File: src/rtl/rtmq_input_sr_pkg.sv
// ============================================================================
//  Module   : rtmq_input_sr_pkg
//  Purpose  : Shared RTMQ bus geometry, command/status bit map and state
//             encoding for the wide-word input shift register peripheral.
//  Revision : 1.0  initial release
// ============================================================================
`default_nettype none

package rtmq_input_sr_pkg;

   // ALU bus geometry: {wen, addr[c_W_ADR-1:0], data[c_W_REG-1:0]}
   localparam int c_W_REG       = 32;
   localparam int c_W_ADR       = 8;
   localparam int c_W_ALU       = c_W_REG + c_W_ADR + 1;
   localparam int c_ALU_DAT_LSB = 0;
   localparam int c_ALU_ADR_LSB = c_W_REG;
   localparam int c_ALU_WEN_BIT = c_W_REG + c_W_ADR;

   // Command word bits (shared with the firmware header)
   localparam int c_CMD_POP     = 0;
   localparam int c_CMD_FLUSH   = 1;
   localparam int c_CMD_CLR_OVF = 2;
   localparam int c_W_CMD_USED  = 3;

   // Status word layout
   localparam int c_W_CNT       = 8;
   localparam int c_STS_EMPTY   = 8;
   localparam int c_STS_OVF     = 9;

   typedef enum logic [0:0] {
      ST_EMPTY  = 1'b0,
      ST_LOADED = 1'b1
   } isr_state_t;

   // Assemble the CPU-visible status word; unused bits read as zero.
   function automatic logic [c_W_REG-1:0] pack_status(
      input logic [c_W_CNT-1:0] cnt,
      input logic               empty,
      input logic               ovf
   );
      logic [c_W_REG-1:0] s;
      s                = '0;
      s[c_W_CNT-1:0]   = cnt;
      s[c_STS_EMPTY]   = empty;
      s[c_STS_OVF]     = ovf;
      return s;
   endfunction

endpackage

`default_nettype wire

File: src/rtl/rtmq_input_sr_gpreg.sv
// ============================================================================
//  Module   : rtmq_input_sr_gpreg
//  Purpose  : General-purpose command register on the RTMQ ALU bus. Latches
//             the data field of a write to ADDR and raises a one-cycle trigger.
//  Revision : 1.0  initial release
// ============================================================================
`default_nettype none

module rtmq_input_sr_gpreg
   import rtmq_input_sr_pkg::*;
#(
   parameter int ADDR = 0
) (
   input  logic               clk,
   input  logic               rst_n,
   input  logic [c_W_ALU-1:0] alu_out,
   output logic [c_W_REG-1:0] cmd,
   output logic               f_trg
);

   logic               w_hit;
   logic [c_W_REG-1:0] r_cmd;
   logic               r_trg;

   assign w_hit = alu_out[c_ALU_WEN_BIT] &&
                  (alu_out[c_ALU_ADR_LSB +: c_W_ADR] == c_W_ADR'(ADDR));

   // Latch the command word on an addressed write and pulse the trigger once
   always_ff @(posedge clk or negedge rst_n) begin
      if (!rst_n) begin
         r_cmd <= '0;
         r_trg <= 1'b0;
      end else begin
         r_trg <= w_hit;
         if (w_hit) begin
            r_cmd <= alu_out[c_ALU_DAT_LSB +: c_W_REG];
         end
      end
   end

   assign cmd   = r_cmd;
   assign f_trg = r_trg;

endmodule

`default_nettype wire

File: src/rtl/rtmq_input_sr.sv
// ============================================================================
//  Module   : rtmq_input_sr
//  Purpose  : Wide-word input shift register. Captures an N_SRL-word parallel
//             word from fabric over valid/ready and hands it to the CPU one
//             word at a time, least-significant word first.
//  Revision : 1.0  initial release
// ============================================================================
`default_nettype none

module rtmq_input_sr
   import rtmq_input_sr_pkg::*;
#(
   parameter int ADDR  = 0,
   parameter int N_SRL = 6          // legal range 1..255
) (
   input  logic                       clk,
   input  logic                       rst_n,
   input  logic [c_W_ALU-1:0]         alu_out,
   input  logic [c_W_REG*N_SRL-1:0]   dat_inp,
   input  logic                       dat_vld,
   output logic                       dat_rdy,
   output logic [c_W_REG-1:0]         reg_out,
   output logic [c_W_REG-1:0]         sts_out
);

   localparam int               c_W_ISR = c_W_REG * N_SRL;
   localparam logic [c_W_CNT-1:0] c_N_CNT = c_W_CNT'(N_SRL);

   logic [c_W_REG-1:0] w_cmd;
   logic               w_trg;
   logic               w_pop;
   logic               w_flush;
   logic               w_clr;
   logic               w_cmd_unused;
   logic [c_W_ISR-1:0] w_sr_shift;

   isr_state_t         r_state;
   logic [c_W_ISR-1:0] r_sr;
   logic [c_W_CNT-1:0] r_cnt;
   logic               r_rdy;
   logic               r_ovf;

   rtmq_input_sr_gpreg #(
      .ADDR    (ADDR)
   ) u_cmd (
      .clk     (clk),
      .rst_n   (rst_n),
      .alu_out (alu_out),
      .cmd     (w_cmd),
      .f_trg   (w_trg)
   );

   assign w_pop   = w_trg & w_cmd[c_CMD_POP];
   assign w_flush = w_trg & w_cmd[c_CMD_FLUSH];
   assign w_clr   = w_trg & w_cmd[c_CMD_CLR_OVF];

   // Upper command bits are reserved and deliberately ignored
   assign w_cmd_unused = ^w_cmd[c_W_REG-1:c_W_CMD_USED];

   // A single-word register has nothing to shift down
   generate
      if (N_SRL > 1) begin : g_multi
         assign w_sr_shift = {{c_W_REG{1'b0}}, r_sr[c_W_ISR-1:c_W_REG]};
      end else begin : g_single
         assign w_sr_shift = '0;
      end
   endgenerate

   // Capture/pop/flush state machine; in EMPTY a capture takes precedence
   // because a flush of an already empty register has nothing to discard
   always_ff @(posedge clk or negedge rst_n) begin
      if (!rst_n) begin
         r_state <= ST_EMPTY;
         r_sr    <= '0;
         r_cnt   <= '0;
         r_rdy   <= 1'b1;
      end else begin
         case (r_state)
            ST_EMPTY: begin
               if (dat_vld) begin
                  r_sr    <= dat_inp;
                  r_cnt   <= c_N_CNT;
                  r_rdy   <= 1'b0;
                  r_state <= ST_LOADED;
               end
            end
            ST_LOADED: begin
               if (w_flush || (w_pop && (r_cnt == c_W_CNT'(1)))) begin
                  r_sr    <= '0;
                  r_cnt   <= '0;
                  r_rdy   <= 1'b1;
                  r_state <= ST_EMPTY;
               end else if (w_pop) begin
                  r_sr    <= w_sr_shift;
                  r_cnt   <= r_cnt - c_W_CNT'(1);
               end
            end
            default: begin
               r_sr    <= '0;
               r_cnt   <= '0;
               r_rdy   <= 1'b1;
               r_state <= ST_EMPTY;
            end
         endcase
      end
   end

   // Sticky overflow: a refused capture wins over a same-cycle clear
   always_ff @(posedge clk or negedge rst_n) begin
      if (!rst_n) begin
         r_ovf <= 1'b0;
      end else if (dat_vld && !r_rdy) begin
         r_ovf <= 1'b1;
      end else if (w_clr) begin
         r_ovf <= 1'b0;
      end
   end

   assign dat_rdy = r_rdy;
   assign reg_out = r_sr[c_W_REG-1:0];
   assign sts_out = pack_status(r_cnt, (r_state == ST_EMPTY), r_ovf);

endmodule

`default_nettype wire

File: config.mk
export PLATFORM = sky130hd
export DESIGN_NAME = rtmq_input_sr
export DESIGN_NICKNAME = d
export VERILOG_FILES = /design/src/rtl/rtmq_input_sr_pkg.sv /design/src/rtl/rtmq_input_sr_gpreg.sv /design/src/rtl/rtmq_input_sr.sv
export SDC_FILE = /design/constraint.sdc
export NUM_CORES = 1
export LEC_CHECK = 0
export BUFFER_PORTS_ARGS = -buffer_cell sky130_fd_sc_hd__buf_2
export CORE_MARGIN = 1.5
export CORE_UTILIZATION = 56
export CTS_BUF_LIST = sky130_fd_sc_hd__clkbuf_4 sky130_fd_sc_hd__clkbuf_8 sky130_fd_sc_hd__clkbuf_16
export DETAILED_ROUTE_END_ITERATION = 12
export PLACE_DENSITY = 0.84
export SLEW_MARGIN = 40
export SYNTH_ARGS = -nofsm -noshare
export SYNTH_HDL_FRONTEND = slang
export SYNTH_SLANG_ARGS = --single-unit
File: constraint.sdc
create_clock -name clk -period 4.3 [get_ports clk]
set_input_delay 0.215 -clock clk [delete_from_list [all_inputs] [get_ports clk]]
set_output_delay 0.215 -clock clk [all_outputs]
set_load 0.02 [all_outputs]
# Word-level counts from Yosys, hierarchy flattened
# Cells that the tools add are included.
[totals]
output_inout_bits = 65
register_bits = 207
[classes]
n_mux = 16
bitwise_logic = 4
eq_ne = 4
add_sub_neg = 1
n_reduce_logical = 9
[ops]
columns = ["op", "n"]
rows = [
  ["$mux W192", 3],
  ["$pmux W192 S2", 1],
  ["$mux W8", 3],
  ["$pmux W8 S2", 1],
  ["$eq A8 B1 Y1 const B", 1],
  ["$logic_not A8 Y1", 1],
  ["$sub A8 B1 Y8 const B", 1],
  ["$mux W1", 6],
  ["$pmux W1 S2", 2],
  ["$reduce_and A2 Y1", 2],
  ["$and A1 B1 Y1", 3],
  ["$logic_and A1 B1 Y1", 3],
  ["$ne A3 B2 Y1 const B", 1],
  ["$ne A2 B1 Y1 const B", 1],
  ["$ne A2 B2 Y1 const B", 1],
  ["$reduce_bool A2 Y1", 1],
  ["$logic_not A1 Y1", 1],
  ["$logic_or A1 B1 Y1", 1],
  ["$not A1 Y1", 1],
]

# Depth between registers and ports, before layout
[depth]
ltp_word = 5
ltp_mapped = 8

# Modules after synthesis
# A second synthesis with hierarchy kept.
[hier_totals]
hier_cells = 987
hier_area_um2 = 11576.1
[modules_own_cells]
columns = ["module", "area_per_inst_um2", "instances", "cells_each"]
rows = [
  ["rtmq_input_sr", 10193.5, 1, 914],
  ["rtmq_input_sr_gpreg", 1382.6, 1, 73],
]

# Least setup slack after synthesis
# Ideal clock, no wire load.
[synth_path]
path_kind = "register to register"
from = "register r_cnt[1]"
to = "register r_sr[130]"
n_path_buf = 2
arrival_time_ps = 1742
synth_period_minus_slack_ps = 1819
path_slack_ps = 2481
required_ps = 4223
path_stages_with_launch = 9
cell_sequence = "dfrtp_1 -> inv_1 -> ha_1 -> nor4b_4 -> a31oi_4 -> buf_4 -> buf_2 -> nand3_1 -> a21oi_1"
[synth_between]
elab_chain_cells = 5
[synth_rtl]
columns = ["element", "line_no", "source"]
rows = [
  ["start, declared", "rtmq_input_sr.sv:39", "logic [c_W_CNT-1:0] r_cnt;"],
  ["start signal, assigned", "rtmq_input_sr.sv:82", "r_cnt <= c_N_CNT;"],
  ["start signal, assigned", "rtmq_input_sr.sv:95", "r_cnt <= r_cnt - c_W_CNT'(1);"],
  ["$eq A8 B1 Y1 (*)", "rtmq_input_sr.sv:88", "if (w_flush || (w_pop && (r_cnt == c_W_CNT'(1)))) begin"],
  ["$logic_and A1 B1 Y1 (*)", "rtmq_input_sr.sv:88", ""],
  ["$logic_or A1 B1 Y1 (*)", "rtmq_input_sr.sv:88", ""],
  ["$mux W192 or $ne A3 B2 Y1 (tied branches)", "--", ""],
  ["$pmux W192 S2 or $reduce_and A2 Y1 (tied branches)", "--", ""],
  ["end signal, assigned", "rtmq_input_sr.sv:81", "r_sr <= dat_inp;"],
  ["end signal, assigned", "rtmq_input_sr.sv:94", "r_sr <= w_sr_shift;"],
  ["end, declared", "rtmq_input_sr.sv:38", "logic [c_W_ISR-1:0] r_sr;"],
]
# Every way passes the cells marked *; elsewhere a longest branch is shown, timed or not.
# A chain may end at the register's enable or synchronous reset.

# Worst setup path after layout
[layout_path]
from = "register r_state"
to = "register r_cnt[7]"
[layout_between]
elab_chain_cells = 3
[layout_rtl]
columns = ["element", "line_no", "source"]
rows = [
  ["start, declared", "rtmq_input_sr.sv:37", "isr_state_t r_state;"],
  ["start signal, assigned", "rtmq_input_sr.sv:73", "r_state <= ST_EMPTY;"],
  ["start signal, assigned", "rtmq_input_sr.sv:84", "r_state <= ST_LOADED;"],
  ["start signal, assigned", "rtmq_input_sr.sv:92", "r_state <= ST_EMPTY;"],
  ["$not A1 Y1", "--", ""],
  ["$ne A2 B2 Y1 (no line)", "--", ""],
  ["$reduce_and A2 Y1 (no line)", "--", ""],
]
# Parallel ways exist; a longest one is shown, timed or not.

==> metrics.md <==
| Metric | Value |
|---|---|
| Pre-Repair DR Iteration Count | `5` |
| Final setup TNS | `0 ps` |
| Switching power | `~900 µW` |
| Final Net Count | `1527` |
| Post-synthesis sequential area ratio | `53.1%` |
| Hold Buf Count CTS | `36` |
| First-pass GRT wire length | `42200 µm` |
| Sequential power share | `approximately half` |
| CP top delay family | `compound AO/OA/AOI/OAI gates` |
| Area of the multi-input gates | `0.00381 mm²` |
| Synthesized instance count | `1098` |
| P&R area growth vs syn | `20.7%` |
| Max-slew violation count | `0` |
| Top cell type's share of synthesized area | `between 50% and 60%` |
| Critical Path RT | `approximately 4700 ps` |
| CTS sink cnt | `207` |
| Ratio of cells with drive above 1 in the final layout | `23.7%` |
| RSZ-0062 raised after global routing | `no` |
| Asr flop ratio synth | `between 90% and 100%` |
| Syn Area/Cell | `8.88 µm²` |
| Antenna Nets Post-Route | `0` |
| Die H | `about 130 µm` |
| H-tree depth | `1` |
| Area contributors post-synth | `dfrtp_1, a21oi_1, nand3_1, nor2_1, buf_4` |
| Max-cap violations | `0` |
| Vias post-DR | `8849` |
| Main synth FF type | `dfrtp_1` |
| Crit path largest cell delay | `approximately 740 ps` |
| Fmax | `roughly 360 MHz` |
| Die footprint | `0.0182 mm²` |
| Worst-Margin Slew | `828 ps` |
| LEAKAGE | `approximately 0.0058 µW` |
| Synth Register Bits | `a little over 200` |
| Slew Limit Headroom | `approximately 45%` |
| Power Density | `347 mW/mm²` |
| Congestion Overflow GR | `0` |
| Crit Path Class | `register to register` |
| Final period util | `64.1%` |
| Post-synth EDFFs | `0` |
| Final WL | `26800 µm` |
| CORE AREA | `0.0172 mm²` |
| CTS Buf Count | `21` |
| Post-Syn Area | `0.00975 mm²` |
| Vias per cell | `5.80` |
| Die width | `135 µm` |
| Clk root buf | `clkbuf_16` |
| Port Buf Inserts | `249` |
| Dpl hpwl | `16200 µm` |
| I/O pin total | `between 300 and 400` |
| Post-CTS setup buffers | `0` |
| Commonest non-fill, non-tap cell in the layout | `a21oi_1` |
| Layout Skew | `14.8 ps` |
| Sequential cell area | `0.00518 mm²` |
| Vias in the first global route | `8300` |
| Most frequent cells in the layout | `a21oi_1, buf_2, dfrtp_1` |
| Routed wire per std cell | `17.5 µm` |
| Peak VDD IR | `301 µV` |
| Gpl congestion | `0.815` |
| Total GRT Usage | `28.8%` |
| Clock period minus final worst setup slack | `approximately 2800 ps` |
| Logic gate share of total power | `under 10%` |
| Row count | `48` |
| Internal power | `between 3000 and 4000 µW` |
| Final Setup Violations | `0` |
| Hold WC Path Type | `input port to register` |
| WP buf/inv | `1` |
| Yosys Warn Count | `0` |
| CTS resizes | `0` |
| # DRC | `0` |
| DR iter-0 viols | `810` |
| Critical-path cell list | `buf_4 -> nand3_1 -> a211oi_1 -> o31a_1 -> o22a_1` |
| Clock transition at path regs | `70 ps` |
| Longest Clk Path Bufs | `3` |
| Clk pwr share | `44.9%` |
| Critical path peak fanout | `60` |
| CP arrival | `3190 ps` |
| CTS tree | `done` |
| Area leader, netlist | `dfrtp_1` |
| Total Power Consumption | `4080 µW` |
| Largest net degree at the start of global routing | `165` |
| CP max stage cell | `dfrtp_4` |
| Starting density of the core | `56.8%` |
| Crit end category | `register` |
| Fill cells | `approximately 1300` |
| Skew-Pair Late Insertion Delay | `500 ps` |
| Final Hold Fails | `0` |
| Number of distinct library cells after synthesis | `40` |
| Setup crit start kind | `register` |
| Switch share | `21.8%` |
| Status | `finished, final reports clean` |
| Initial antenna violation count | `3` |
[metal layers]
| metal | wire, µm | GRT usage (%) |
|---|---|---|
| met3 | 2040 | 3.75 |
| met2 | 12500 | 44.7 |
| met5 | 0 | 0 |
| met4 | 504 | 8.30 |
| met1 | 11700 | 42.6 |
[flip-flops by register name, summed over array words and instances, names as in the netlist]
signal and cells:
r_sr 192, r_cnt 8, u_cmd.cmd 3, dat_rdy 1, r_ovf 1, r_state 1
u_cmd.f_trg 1
[area by class of cell]
| type | count | area share [%] |
|---|---|---|
| Sequential cell | 207 | 44.0 |
| Multi-Input combinational cell | 756 | 32.4 |
| Timing Repair Buffer | 298 | 15.2 |
| Clock buffer | 28 | 5.12 |
| Tap cell | 225 | 2.39 |
| Clock inverter | 4 | 0.616 |
| Inverter | 5 | 0.223 |
| Antenna cell | 3 | 0.0637 |
[through the flow]
stage / std cells / hold slack, ps / instance area (µm²) / util (%) / setup WS [ps]
3_3_place_gp: 1453 / 411 / 10700 / 62.2 / 1700
4_1_cts: 1523 / 0.390 / 11800 / 68.5 / 1600
2_1_floorplan: 1119 / -80.6 / 9830 / - / 2480
5_1_grt: 1525 / 15.2 / 11800 / 68.5 / 1270
6_report: 1526 / 7.13 / 11800 / 68.6 / 1540
3_5_place_dp: 1455 / 201 / 10700 / 62.5 / 1620
[power groups by stage]
stage / logic, µW / clock network, µW / registers (µW)
after floorplan: 83.9 / 0 / 2030
final: 252 / 1830 / 2000
after detailed placement: 223 / 0 / 2030
after CTS: 249 / 1840 / 2000
after global placement: 217 / 0 / 2030
after global routing: 279 / 1930 / 2000
[path summary, 6_finish.rpt]
kind | from | endpoint | slack [ps] | depth (start not counted)
min | dat_inp[63] | r_sr[63]$_DFFE_PN0P_ | 7 | 3
max reg2reg | r_state$_DFF_PN0_ | r_cnt[7]$_DFFE_PN0P_ | 1540 | 5
max | r_state$_DFF_PN0_ | r_cnt[7]$_DFFE_PN0P_ | 1540 | 5
max in group asynchronous | rst_n | dat_rdy$_DFFE_PN1P_ | 2700 | 4
min in group asynchronous | rst_n | r_cnt[0]$_DFFE_PN0P_ | 270 | 2
min reg2reg | r_sr[160]$_DFFE_PN0P_ | r_sr[160]$_DFFE_PN0P_ | 500 | 1
[kinds of logic after synthesis]
family | synth area share [%]
AO/OA/AOI/OAI | 21.0
adder cells (fa/ha/maj) | 0.257
buffers and inverters | 8.82
flip-flops | 53.1
multiplexers | 0.346
other | 0.0384
AND/OR/NAND/NOR | 16.4
[cell usage after synthesis, types with 2 or more instances]
cell type,count
o22a_1,2
nor3_1,2
nand3_1,164
buf_4,65
a22o_1,32
o21ai_0,4
nor4_1,2
o22ai_1,2
clkbuf_1,65
dfrtp_1,206
inv_1,4
ha_1,2
buf_2,19
and2_1,3
a21oi_1,322
mux2_2,3
a31oi_1,3
nor2_1,164
o31a_1,2
nand2b_1,2
nand2_1,11
[tightest hold or removal path, delay by kind of cell]
| kind | cells | cell delay [ps] |
|---|---|---|
| buf+inv | 1 | 70 |
| compound gates | 2 | 180 |
No activity file was read; power rests on OpenSTA's default activity.
